<file path="src/rtl/demux32_buf_pkg.sv">
// ---------------------------------------------------------------------------
// demux32_buf_pkg
// Package shared with the processor's register-file path. It holds the
// default data width, the width of the delivery counters, and the meaning
// of the route-select bit.
// ---------------------------------------------------------------------------
package demux32_buf_pkg;

   localparam int DATA_W = 32;   // default data path width
   localparam int CNT_W  = 16;   // width of the per-output delivery counters

   // Destination encoding of in_sel
   typedef enum logic {
      SEL_OUT1 = 1'b0,
      SEL_OUT2 = 1'b1
   } sel_e;

   typedef logic [CNT_W-1:0] cnt_t;

endpackage : demux32_buf_pkg

</file>
<file path="src/rtl/demux32_buf_fifo.sv">
// ---------------------------------------------------------------------------
// sync_fifo
// Single-clock FIFO with registered occupancy. A push is refused when the
// FIFO is full, even if a pop happens in the same cycle, so there is never a
// same-cycle pass-through into a freed slot. A pop is ignored when empty.
//
// Ports
//   clk      : clock, all state changes on the rising edge
//   rst_n    : synchronous active-low reset (pointers and occupancy only)
//   i_push   : write i_data this cycle (ignored when full)
//   i_data   : word to write
//   i_pop    : remove the oldest entry this cycle (ignored when empty)
//   o_data   : oldest entry (don't-care while empty)
//   o_full   : occupancy == DEPTH
//   o_empty  : occupancy == 0
//   o_count  : occupancy, 0..DEPTH
// ---------------------------------------------------------------------------
module sync_fifo
   import demux32_buf_pkg::*;
#(
   parameter int WIDTH = DATA_W,
   parameter int DEPTH = 2,                 // power of two, >= 2
   localparam int PTR_W = $clog2(DEPTH),
   localparam int OCC_W = $clog2(DEPTH + 1)
) (
   input  logic             clk,
   input  logic             rst_n,
   input  logic             i_push,
   input  logic [WIDTH-1:0] i_data,
   input  logic             i_pop,
   output logic [WIDTH-1:0] o_data,
   output logic             o_full,
   output logic             o_empty,
   output logic [OCC_W-1:0] o_count
);

   logic [WIDTH-1:0] r_mem [DEPTH];
   logic [PTR_W-1:0] r_wr_ptr;
   logic [PTR_W-1:0] r_rd_ptr;
   logic [OCC_W-1:0] r_count;

   logic w_do_push;
   logic w_do_pop;

   assign o_full    = (r_count == OCC_W'(DEPTH));
   assign o_empty   = (r_count == '0);
   assign o_count   = r_count;
   assign o_data    = r_mem[r_rd_ptr];

   // Fullness is judged on the registered occupancy, before any same-cycle pop.
   assign w_do_push = i_push && !o_full;
   assign w_do_pop  = i_pop  && !o_empty;

   // NOTE: storage has no reset; its contents are only observed through
   // o_data while occupancy is non-zero, so clearing it would buy nothing.
   always_ff @(posedge clk) begin
      if (w_do_push) begin
         r_mem[r_wr_ptr] <= i_data;
      end
   end

   // NOTE: all state here is updated with non-blocking assignments so every
   // register samples the pre-edge values, independent of statement order.
   always_ff @(posedge clk) begin
      if (!rst_n) begin
         r_wr_ptr <= '0;
         r_rd_ptr <= '0;
         r_count  <= '0;
      end else begin
         // Pointers are log2(DEPTH) bits wide, so they wrap modulo DEPTH.
         if (w_do_push) begin
            r_wr_ptr <= r_wr_ptr + 1'b1;
         end
         if (w_do_pop) begin
            r_rd_ptr <= r_rd_ptr + 1'b1;
         end
         // Simultaneous push and pop leaves the occupancy unchanged.
         if (w_do_push && !w_do_pop) begin
            r_count <= r_count + 1'b1;
         end else if (!w_do_push && w_do_pop) begin
            r_count <= r_count - 1'b1;
         end
      end
   end

endmodule : sync_fifo

</file>
<file path="src/rtl/demux32_buf.sv">
// ---------------------------------------------------------------------------
// demux32_buf
// Routes a valid/ready input stream to one of two buffered output streams.
// Each output owns an independent FIFO, so a stalled output never blocks
// traffic to the other. A free-running counter per output counts delivered
// words (wrapping at 16 bits).
//
// Ports
//   clk, rst_n            : clock and synchronous active-low reset
//   in_valid/in_ready     : input handshake; in_ready depends only on in_sel
//                           and the selected FIFO's registered fullness
//   in_data               : word to route
//   in_sel                : 0 -> output 1, 1 -> output 2
//   outN_valid/outN_ready : output N handshake (outN_valid = FIFO N not empty)
//   outN_data             : oldest word of FIFO N
//   cnt1, cnt2            : words delivered on outputs 1 and 2
// ---------------------------------------------------------------------------
module demux32_buf
   import demux32_buf_pkg::*;
#(
   parameter int WIDTH = DATA_W,
   parameter int DEPTH = 2                  // power of two, >= 2
) (
   input  logic             clk,
   input  logic             rst_n,
   input  logic             in_valid,
   output logic             in_ready,
   input  logic [WIDTH-1:0] in_data,
   input  logic             in_sel,
   output logic             out1_valid,
   input  logic             out1_ready,
   output logic [WIDTH-1:0] out1_data,
   output logic             out2_valid,
   input  logic             out2_ready,
   output logic [WIDTH-1:0] out2_data,
   output logic [CNT_W-1:0] cnt1,
   output logic [CNT_W-1:0] cnt2
);

   localparam int OCC_W = $clog2(DEPTH + 1);

   logic             w_full1, w_full2;
   logic             w_empty1, w_empty2;
   logic             w_accept;
   logic             w_push1, w_push2;
   logic             w_pop1, w_pop2;
   // Occupancy is not needed at this level; the full/empty flags suffice.
   logic [OCC_W-1:0] w_unused_count1, w_unused_count2;

   cnt_t r_cnt1;
   cnt_t r_cnt2;

   // Steering: readiness follows the selected queue only, never in_valid.
   assign in_ready   = (in_sel == SEL_OUT2) ? !w_full2 : !w_full1;
   assign w_accept   = in_valid && in_ready;
   assign w_push1    = w_accept && (in_sel == SEL_OUT1);
   assign w_push2    = w_accept && (in_sel == SEL_OUT2);

   assign out1_valid = !w_empty1;
   assign out2_valid = !w_empty2;
   assign w_pop1     = out1_valid && out1_ready;
   assign w_pop2     = out2_valid && out2_ready;

   sync_fifo #(
      .WIDTH (WIDTH),
      .DEPTH (DEPTH)
   ) u_fifo1 (
      .clk     (clk),
      .rst_n   (rst_n),
      .i_push  (w_push1),
      .i_data  (in_data),
      .i_pop   (w_pop1),
      .o_data  (out1_data),
      .o_full  (w_full1),
      .o_empty (w_empty1),
      .o_count (w_unused_count1)
   );

   sync_fifo #(
      .WIDTH (WIDTH),
      .DEPTH (DEPTH)
   ) u_fifo2 (
      .clk     (clk),
      .rst_n   (rst_n),
      .i_push  (w_push2),
      .i_data  (in_data),
      .i_pop   (w_pop2),
      .o_data  (out2_data),
      .o_full  (w_full2),
      .o_empty (w_empty2),
      .o_count (w_unused_count2)
   );

   // Delivery counters wrap naturally at 16 bits; reset has priority, so
   // nothing is counted in a reset cycle.
   always_ff @(posedge clk) begin
      if (!rst_n) begin
         r_cnt1 <= '0;
         r_cnt2 <= '0;
      end else begin
         if (w_pop1) begin
            r_cnt1 <= r_cnt1 + 1'b1;
         end
         if (w_pop2) begin
            r_cnt2 <= r_cnt2 + 1'b1;
         end
      end
   end

   assign cnt1 = r_cnt1;
   assign cnt2 = r_cnt2;

endmodule : demux32_buf
</file>
<file path="config.mk">
export PLATFORM = sky130hd
export DESIGN_NAME = demux32_buf
export DESIGN_NICKNAME = d
export VERILOG_FILES = /design/src/rtl/demux32_buf_pkg.sv /design/src/rtl/demux32_buf_fifo.sv /design/src/rtl/demux32_buf.sv
export SDC_FILE = /design/constraint.sdc
export NUM_CORES = 1
export LEC_CHECK = 0
export ABC_CLOCK_PERIOD_IN_PS = 5400
export BUFFER_PORTS_ARGS = -buffer_cell sky130_fd_sc_hd__buf_2
export CAP_MARGIN = 20
export CORE_UTILIZATION = 58
export CTS_CLUSTER_SIZE = 16
export DETAILED_ROUTE_END_ITERATION = 8
export PLACE_DENSITY = 0.8
export SLEW_MARGIN = 10
export SYNTH_ARGS = -nofsm -noshare
export SYNTH_HDL_FRONTEND = slang
export SYNTH_SLANG_ARGS = --single-unit
</file>
<file path="constraint.sdc">
create_clock -name clk -period 5.4 [get_ports clk]
set_clock_uncertainty 0.1 [all_clocks]
set_input_delay 0.54 -clock clk [delete_from_list [all_inputs] [get_ports clk]]
set_output_delay 0.54 -clock clk [all_outputs]
set_load 0.01 [all_outputs]
</file>
* After elaboration in Yosys (flattened, before gate mapping) *
Memory sizes are Yosys's and may differ from the RTL's. A register that Yosys moved wholly into a read port is not among the register bits.
Index checks and enable logic that the tools add are counted.

operators by class
  $add $sub $neg = 10
  equal/unequal tests = 2
  mux-type cells = 13
  bitwise operators = 1
  reduce and logical (&&, ||, !) cells = 25

operators by type and width
  operator                                                            count
  16-bit by 1-bit adder with 16-bit output, second input constant     2
  1-bit logical AND                                                   13
  1-bit 2-to-1 mux                                                    9
  1-bit zero test                                                     8
  2-bit 2-to-1 mux                                                    4
  1-bit adder, second input constant                                  4
  2-bit by 1-bit adder with 2-bit output, second input constant       2
  2-bit == test, second input constant                                2
  2-bit zero test                                                     2
  2-bit nonzero test                                                  2
  2-bit by 1-bit subtractor with 2-bit output, second input constant  2
  1-bit NOT                                                           1

storage, ports and cells
  register bits = 40
  bits in writable memories = 128
  input port bits = 38
  output and inout port bits = 99
  logic and storage cells = 61
  memories kept = 2

memory list
  memory         words  width  rd ports  clocked after memory_dff  write ports  RTL line                RTL
  u_fifo1.r_mem  2      32     1         1                         1            demux32_buf_fifo.sv:37  logic [WIDTH-1:0] r_mem [DEPTH];
  u_fifo2.r_mem  2      32     1         1                         1            demux32_buf_fifo.sv:37

* Depth between registers and ports, before layout *
Gate-level depths: netlist (run 1).

  word-level depth = 10
  mapped depth = 6
  mapped depth without buffers = 6

* Hierarchy *
From an unflattened synthesis (run 1), not the netlist that was laid out.

second synthesis, totals
  cells, all modules = 416
  area, all modules = 6552.5 µm²

modules (own cells, without submodules)
  module       times used  cells each  area an instance (µm²)  sequential area each (µm²)
  sync_fifo    2           125         2536.2                  2021.9
  demux32_buf  1           166         1480.2                  640.6

* Worst setup path after synthesis (run 1) *
Ideal clock, no wire load.

  path kind = register to register
  start = register u_fifo1.r_count[0] (netlist: u_fifo1.o_count[0])
  end = memory u_fifo1.r_mem[0][0] (netlist bit), enable pin
  library setup time = 0.425 ns
  data arrival time = 2.290 ns
  required time = 4.875 ns
  setup slack = 2.585 ns
  cell stages (with the launch flop) = 4
  clock period less this slack = 2.815 ns
  cell sequence = dfxtp_1 -> nand2b_1 -> and3b_1 -> nor2b_1

between the ends
  cells in the longest elaborated chain, start to end = 8

RTL lines
  what                                      RTL line                                   RTL
  start, declared                           demux32_buf_fifo.sv:40                     logic [OCC_W-1:0] r_count;
  start signal, assigned                    demux32_buf_fifo.sv:79                     r_count <= r_count + 1'b1;
  start signal, assigned                    demux32_buf_fifo.sv:81                     r_count <= r_count - 1'b1;
  2-bit == test *                           demux32_buf_fifo.sv:45                     assign o_full = (r_count == OCC_W'(DEPTH));
  1-bit zero test *                         demux32_buf_fifo.sv:51, demux32_buf.sv:54
  1-bit 2-to-1 mux                          demux32_buf.sv:54                          assign in_ready = (in_sel == SEL_OUT2) ? !w_full2 : !w_full1;
  1-bit logical AND                         demux32_buf.sv:55                          assign w_accept = in_valid && in_ready;
  1-bit logical AND                         demux32_buf.sv:56                          assign w_push1 = w_accept && (in_sel == SEL_OUT1);
  1-bit logical AND *                       demux32_buf_fifo.sv:51                     assign w_do_push = i_push && !o_full;
  net u_fifo1.w_do_push                     demux32_buf_fifo.sv:42                     logic w_do_push;
  1-bit 2-to-1 mux *                        demux32_buf_fifo.sv:57                     if (w_do_push) begin
  1-bit 2-to-1 mux (implied by the code) *  demux32_buf_fifo.sv:58                     r_mem[r_wr_ptr] <= i_data;
  end, declared                             demux32_buf_fifo.sv:37

Mark *: on every way through the listed nets, which the timed path passes. The rest lies on a longest branch.

==> out/qor.yml, run 1 <==
gp_congestion: 0.778
finalMaxSlewViolations: 0
finalSetupViolCount: 0
drive_gt1_share_pct: 42.5
rows: 38
dp.cells: 680
critPathArrivalTime_ps: 1810
synth_seq_cells: 170
cts_tree: "done"
clk_latency_ps: 530
postRouteAntennaNets: 0
area_delta_synth_final_pct: 21.5
holdWs_ps: 120
postLayoutCoreUtil_pct: 72.4
die_area_sq_um: 11600
timing.critical_path.max_delay_family: "buffers and inverters"
cpPeakStageDelay_ps: 410
regArea_sq_um: 4680
die_y_um: 108
clk_pin_slew_ps: 60
drcViolationCount: 0
async_flop_share_pct: 0
avgRoutedWirePerCell_um: 17.0
synth_common_cells: "edfxtp_1, mux2_2, dfxtp_1"
syn-num-nets: 454
tns_ps: 0
cts.root.buffer_cell: "clkbuf_8"
yosysMostFrequentCell: "edfxtp_1"
syn-instance-count: 412
grt_setup_unrepaired: "false"
ir_drop_mv: 0.273
numPortBuffers: 136
n_antenna_cell: 0
nFillCells: 700
synthesis.area_sq_um: 6490
drv_cap: 0
grt_max_degree: 33
cts.sinks: 170
slew_headroom_pct: 32.5
dieWidth_um: 108
start_kind: "flip-flop"
grt_pass1_vias: 3688
leakage_nw: 2.94
core_sq_um: 10900
min_path_type: "in -> reg"
crit_required_ps: 4760
dr_total_vias: 3848
layout_min_cycle_time_ps: 2450
via_per_inst: 5.40
synth_edf_count: 128
crit_fanout: 32
yosysTopAreaCell: "edfxtp_1"
first_iter_violations: 124
final_cells: 712
cts-resized-gates: 0
syn_area_per_cell_sq_um: 15.7
hold_violations: 0
cp-end-kind: "primary output"
grt_usage_pct: 21.9
status: "completed"
crit_chain: "buf_4, mux2_2, buf_2"
synth_warnings: 0
power.density_nw_per_um2: 427
path_class: "reg -> out"
htreeDepth: 4
antenna_found_initial: 1
seq_area_frac_synth_pct: 72.2
fmax_ghz: 0.409
clockBufferDepth: 2
netlist_top_cells_area: "edfxtp_1, dfxtp_1, mux2_2"
numCtsBuffers: 17
p_total_w: 0.00337
first_pass_iters: 4
yosys.cell_types.count: 34
wirelength_mm: 12.1
synth_top_area_share_pct: 59.2
synth_flop_cell: "edfxtp_1"
grt_pass1_wl_mm: 18.4
hold_buffers: 0
path_buf_inv: 2
tightest_slew_ps: 1010
hpwl_mm: 7.78
final_nets: 601
multi_input_area_sq_um: 1750
postCtsSetupRepairBufs: 0
initial_core_util_pct: 59.6
boundaryPins: 137
worst_path_max_delay_cell: "mux2_2"
overflow: 0
post-route-period-util_pct: 45.3
-- worst paths after layout --
kind / startpoint / to / slack [ps] / cells past startpoint
worst min register to register: cnt2[15] / cnt2[15] / 380 / 2
worst max-delay path: flip-flop / out1_data[12] / 2950 / 3
worst min-delay path: in_data[21] / u_fifo1.r_mem[0][21] / 120 / 1
worst max register to register: u_fifo1.o_count[0] / u_fifo1.r_mem[0][11] / 3210 / 3
-- cells by family (layout without fill, tap and decap cells) --
| logic type | after synthesis | after routing | synth area share [%] |
|---|---|---|---|
| buffers and inverters | 18 | 178 | 1.04 |
| and+or+nand+nor | 100 | 100 | 7.81 |
| DFF | 170 | 170 | 72.2 |
| adders and majority gates | 4 | 4 | 0.771 |
| AOI/OAI and AO/OA | 22 | 22 | 2.33 |
| muxes | 70 | 70 | 12.1 |
| xor gates and xnor gates | 28 | 28 | 3.78 |
-- metal layers --
layer  vias to the layer above  global-route usage (%)  wire length [um]
li1                       1834                       -                 -
met1                      1864                    26.3              5000
met2                       125                    37.0              6110
met3                        23                    5.63               726
met4                         2                    10.2               245
met5                         -                       0                13
-- metrics by stage --
stage / setup slack (ps) / instance area (sq um)
floorplan: 2580 / 6490
global placement: 3170 / 7340
detailed placement: 3140 / 7360
CTS: 2930 / 7880
global route: 2890 / 7880
finish: 2950 / 7880
-- flip-flops by register name (all words and copies together), names as in the netlist, named ones only --
signal,count
u_fifo1.r_wr_ptr,1
cnt2,16
cnt1,16
u_fifo1.r_rd_ptr,1
u_fifo2.o_count,2
u_fifo2.r_rd_ptr,1
u_fifo2.r_mem,64
u_fifo2.r_wr_ptr,1
u_fifo1.o_count,2
u_fifo1.r_mem,64
-- worst reg2reg max path: stages, from the launching register on --
cell and delay, ps:
dfxtp_1 490, nand2b_1 160, and3b_1 250, nor2b_4 790
-- where the power goes --
| group | internal, W | switching [W] |
|---|---|---|
| registers | 0.00153 | 0.0000577 |
| clock network | 0.000564 | 0.000495 |
| logic | 0.000334 | 0.000384 |
-- cells in the final DEF, fill, tap and decap left out, drive strengths merged, types with 6 or more instances in the layout --
cell      instances
a21oi             9
buf             140
clkbuf           18
clkinv            6
clkinvlp          6
dfxtp            42
edfxtp          128
inv               8
mux2             65
nand2            15
nand3             8
nand4             9
nor2             32
o21ai             7
or3               8
xnor2            12
xor2             16
-- area by class of cell --
type | instances | area share (%)
clock buffer | 18 | 5.30
timing repair buffer | 140 | 9.27
tap | 140 | 2.22
multi-input combinational | 224 | 22.2
inverter | 6 | 0.286
sequential | 170 | 59.4
clock inverter | 14 | 1.29
Note: power is estimated with default switching activity, not from simulation.
==> run 2, diff against run 1 <==
--- a/config.mk
+++ b/config.mk
@@ -5,13 +5,14 @@
 export SDC_FILE = /design/constraint.sdc
 export NUM_CORES = 1
 export LEC_CHECK = 0
-export ABC_CLOCK_PERIOD_IN_PS = 5400
+export ABC_AREA = 1
+export ABC_CLOCK_PERIOD_IN_PS = 2100
 export BUFFER_PORTS_ARGS = -buffer_cell sky130_fd_sc_hd__buf_2
 export CAP_MARGIN = 20
-export CORE_UTILIZATION = 58
+export CORE_UTILIZATION = 49
 export CTS_CLUSTER_SIZE = 16
 export DETAILED_ROUTE_END_ITERATION = 8
-export PLACE_DENSITY = 0.8
+export PLACE_DENSITY = 0.71
 export SLEW_MARGIN = 10
 export SYNTH_ARGS = -nofsm -noshare
 export SYNTH_HDL_FRONTEND = slang
==> constraint.sdc (replaced) <==
create_clock -name clk -period 2.1 [get_ports clk]
set_clock_uncertainty 0.1 [all_clocks]
set_input_delay 0.21 -clock clk [delete_from_list [all_inputs] [get_ports clk]]
set_output_delay 0.21 -clock clk [all_outputs]
set_load 0.01 [all_outputs]
==> run 2 against run 1 <==
  * Register-to-register slack got worse by 2900 ps
  * Worst hold slack got worse by 46 ps
  * Clock-buffer cell count rose by 2
  * Final cell count rose by 24%
  * Final area rose by 9.2%
  * Highest routed layer is now met4
==> out/qor.yml, run 2 <==
grt_pass1_vias: 4405  # +19%
tns_ps: 0  # unchanged
drv_cap: 0  # unchanged
drive_gt1_share_pct: 36.6  # -5.9 points
hpwl_mm: 8.63  # +11%
grt_pass1_wl_mm: 21.2  # +15%
yosysMostFrequentCell: "edfxtp_1"
finalMaxSlewViolations: 0  # unchanged
fmax_ghz: 0.506
avgRoutedWirePerCell_um: 15.0  # -12%
synth_warnings: 0  # unchanged
worstReg2RegStart: "u_fifo1.o_count[1]"
leakage_nw: 3.31  # +13%
tightest_slew_ps: 415  # -595 ps
ir_drop_mv: 0.393  # +44%
initial_core_util_pct: 50.6  # -9.0 points
status: "completed"
gp_congestion: 0.782  # +0.49%
regToRegSetupSlack_ps: 360  # -2850 ps
syn-instance-count: 510  # +24%
cts_tree: "done"
finalSetupViolCount: 0  # unchanged
start_kind: "flip-flop"
syn-num-nets: 552  # +22%
crit_required_ps: 1790  # -2970 ps
path_class: "reg -> out"
syn_area_per_cell_sq_um: 13.2  # -16%
reg2reg_to: "u_fifo1.o_count[1]"
mostFrequentLayoutCell: "buf_2"
via_per_inst: 5.03  # -7.0%
first_iter_violations: 278  # +120%
crit_end: "out1_data[15]"
final_cells: 881  # +24%
grt_max_degree: 33  # unchanged
layout_common_cells: "buf_2, edfxtp_1, mux2_2"
numCtsBuffers: 17  # unchanged
cp-end-kind: "primary output"
dieWidth_um: 119  # +11%
cts.root.buffer_cell: "clkbuf_16"
power.density_nw_per_um2: 943  # +120%
htreeDepth: 4  # unchanged
dr_total_vias: 4428  # +15%
crit_chain: "buf_12, mux2_2, buf_2"
hold_violations: 0  # unchanged
netlist_top_cells_area: "edfxtp_1, dfxtp_1, mux2_2"
grt_usage_pct: 19.7  # -2.2 points
synth_seq_cells: 170  # unchanged
area_delta_synth_final_pct: 28.0
worst_path_max_delay_cell: "dfxtp_2"
yosys.cell_types.count: 31  # -8.8%
antenna_found_initial: 0  # -1
synthesis.area_sq_um: 6730  # +3.7%
clk_pin_slew_ps: 60  # about the same
n_antenna_cell: 0  # unchanged
async_flop_share_pct: 0  # unchanged
crit_fanout: 20  # -38%
postCtsSetupRepairBufs: 0  # unchanged
synth_top_area_share_pct: 57.1  # -2.1 points
synth_edf_count: 128  # unchanged
min_path_type: "in -> reg"
drcViolationCount: 0  # unchanged
die_area_sq_um: 14200  # +22%
numPortBuffers: 136  # unchanged
clockBufferDepth: 2  # unchanged
synth_common_cells: "edfxtp_1, mux2_2, nand2_1"
grt_setup_unrepaired: "false"
slew_headroom_pct: 72.3  # +40 points
cts-resized-gates: 0  # unchanged
synth_flop_cell: "edfxtp_1"
boundaryPins: 137  # unchanged
overflow: 0  # unchanged
seq_area_frac_synth_pct: 69.6  # -2.6 points
clk_latency_ps: 410  # -120 ps
post-route-period-util_pct: 94.1
final_nets: 736  # +22%
cpPeakStageDelay_ps: 530  # +120 ps
first_pass_iters: 4  # unchanged
postRouteAntennaNets: 0  # unchanged
core_sq_um: 13300  # +22%
cts.sinks: 170  # unchanged
yosysTopAreaCell: "edfxtp_1"
reg_top3: "u_fifo1.r_mem x64, u_fifo2.r_mem x64"
layout_min_cycle_time_ps: 1980
rr_worst_depth: 6  # +3
rows: 42  # +11%
dp.cells: 819  # +20%
wirelength_mm: 13.2  # +9.5%
critPathArrivalTime_ps: 1670  # -140 ps
die_y_um: 119  # +11%
==> run 2: worst min-delay path by stage <==
stage / start / to / slack [ps] / cells past startpoint
2_1_floorplan: in_data[0] / u_fifo1.r_mem[0][0] / 210 / 0
4_1_cts: out2_ready / cnt2[2] / 60 / 3
6_report: out2_ready / cnt2[2] / 70 / 3
3_5_place_dp: in_data[31] / u_fifo1.r_mem[0][31] / 330 / 1
5_1_grt: out2_ready / cnt2[2] / 80 / 3
3_3_place_gp: in_data[22] / u_fifo2.r_mem[1][22] / 320 / 1
==> run 2: cell type report <==
class | instances | area (sq um)
clock buffer | 20 | 437
clock inverter | 10 | 104
fill | 986 | 4680
inverter | 50 | 190
multi-input combinational | 278 | 1830
sequential | 170 | 4690
tap | 176 | 220
timing repair buffer | 177 | 1140
==> run 2: where the power goes <==
part | leakage (nW) | internal (W) | switching [W]
Sequential | 1.51 | 0.00384 | 0.000107
Clock | 0.261 | 0.00172 | 0.00113
Combinational | 1.54 | 0.000607 | 0.000725
==> run 2: through the flow <==
stage	util, %	hold WS (ps)	worst slack, ps	cell area, sq um	total power, W
after CTS	64.8	64.4	95.5	8610	0.00818
final	64.8	73.7	124	8610	0.00812
after global routing	64.8	78.5	21.3	8610	0.00845
after detailed placement	58.3	327	400	7750	0.00530
after global placement	58.3	321	515	7750	0.00526
after floorplan	-	209	-446	6740	0.00477
==> run 2: metal layers <==
| metal | up-vias | GRT usage, % | part of all wire (%) |
|---|---|---|---|
| met4 | 0 | 8.31 | 1.7 |
| met3 | 17 | 5.17 | 5.4 |
| met1 | 2119 | 23.1 | 42 |
| met2 | 130 | 34.0 | 51 |
| li1 | 2162 | - | - |
| met5 | - | 0 | 0 |
==> run 2: repair_timing <==
action | CTS | global route
hold buffers | 32 | 0
hold endpoints to repair | 128 | 0
setup endpoints to repair | 0 | 0
==> run 2: cells by family (layout without fill, tap and decap cells) <==
family	after synthesis	in the layout	share of synthesized area, %
simple gates	155	155	11.0
buf+inv	62	257	3.63
flops	170	170	69.6
mux	64	64	10.7
compound gates	55	55	4.28
fa+ha+maj	4	4	0.744
==> run 2: worst max-delay path: cells and delay by family (launching register included) <==
family | cells | cell delay (ps)
flops | 1 | 530
buf+inv | 2 | 360
mux | 1 | 350
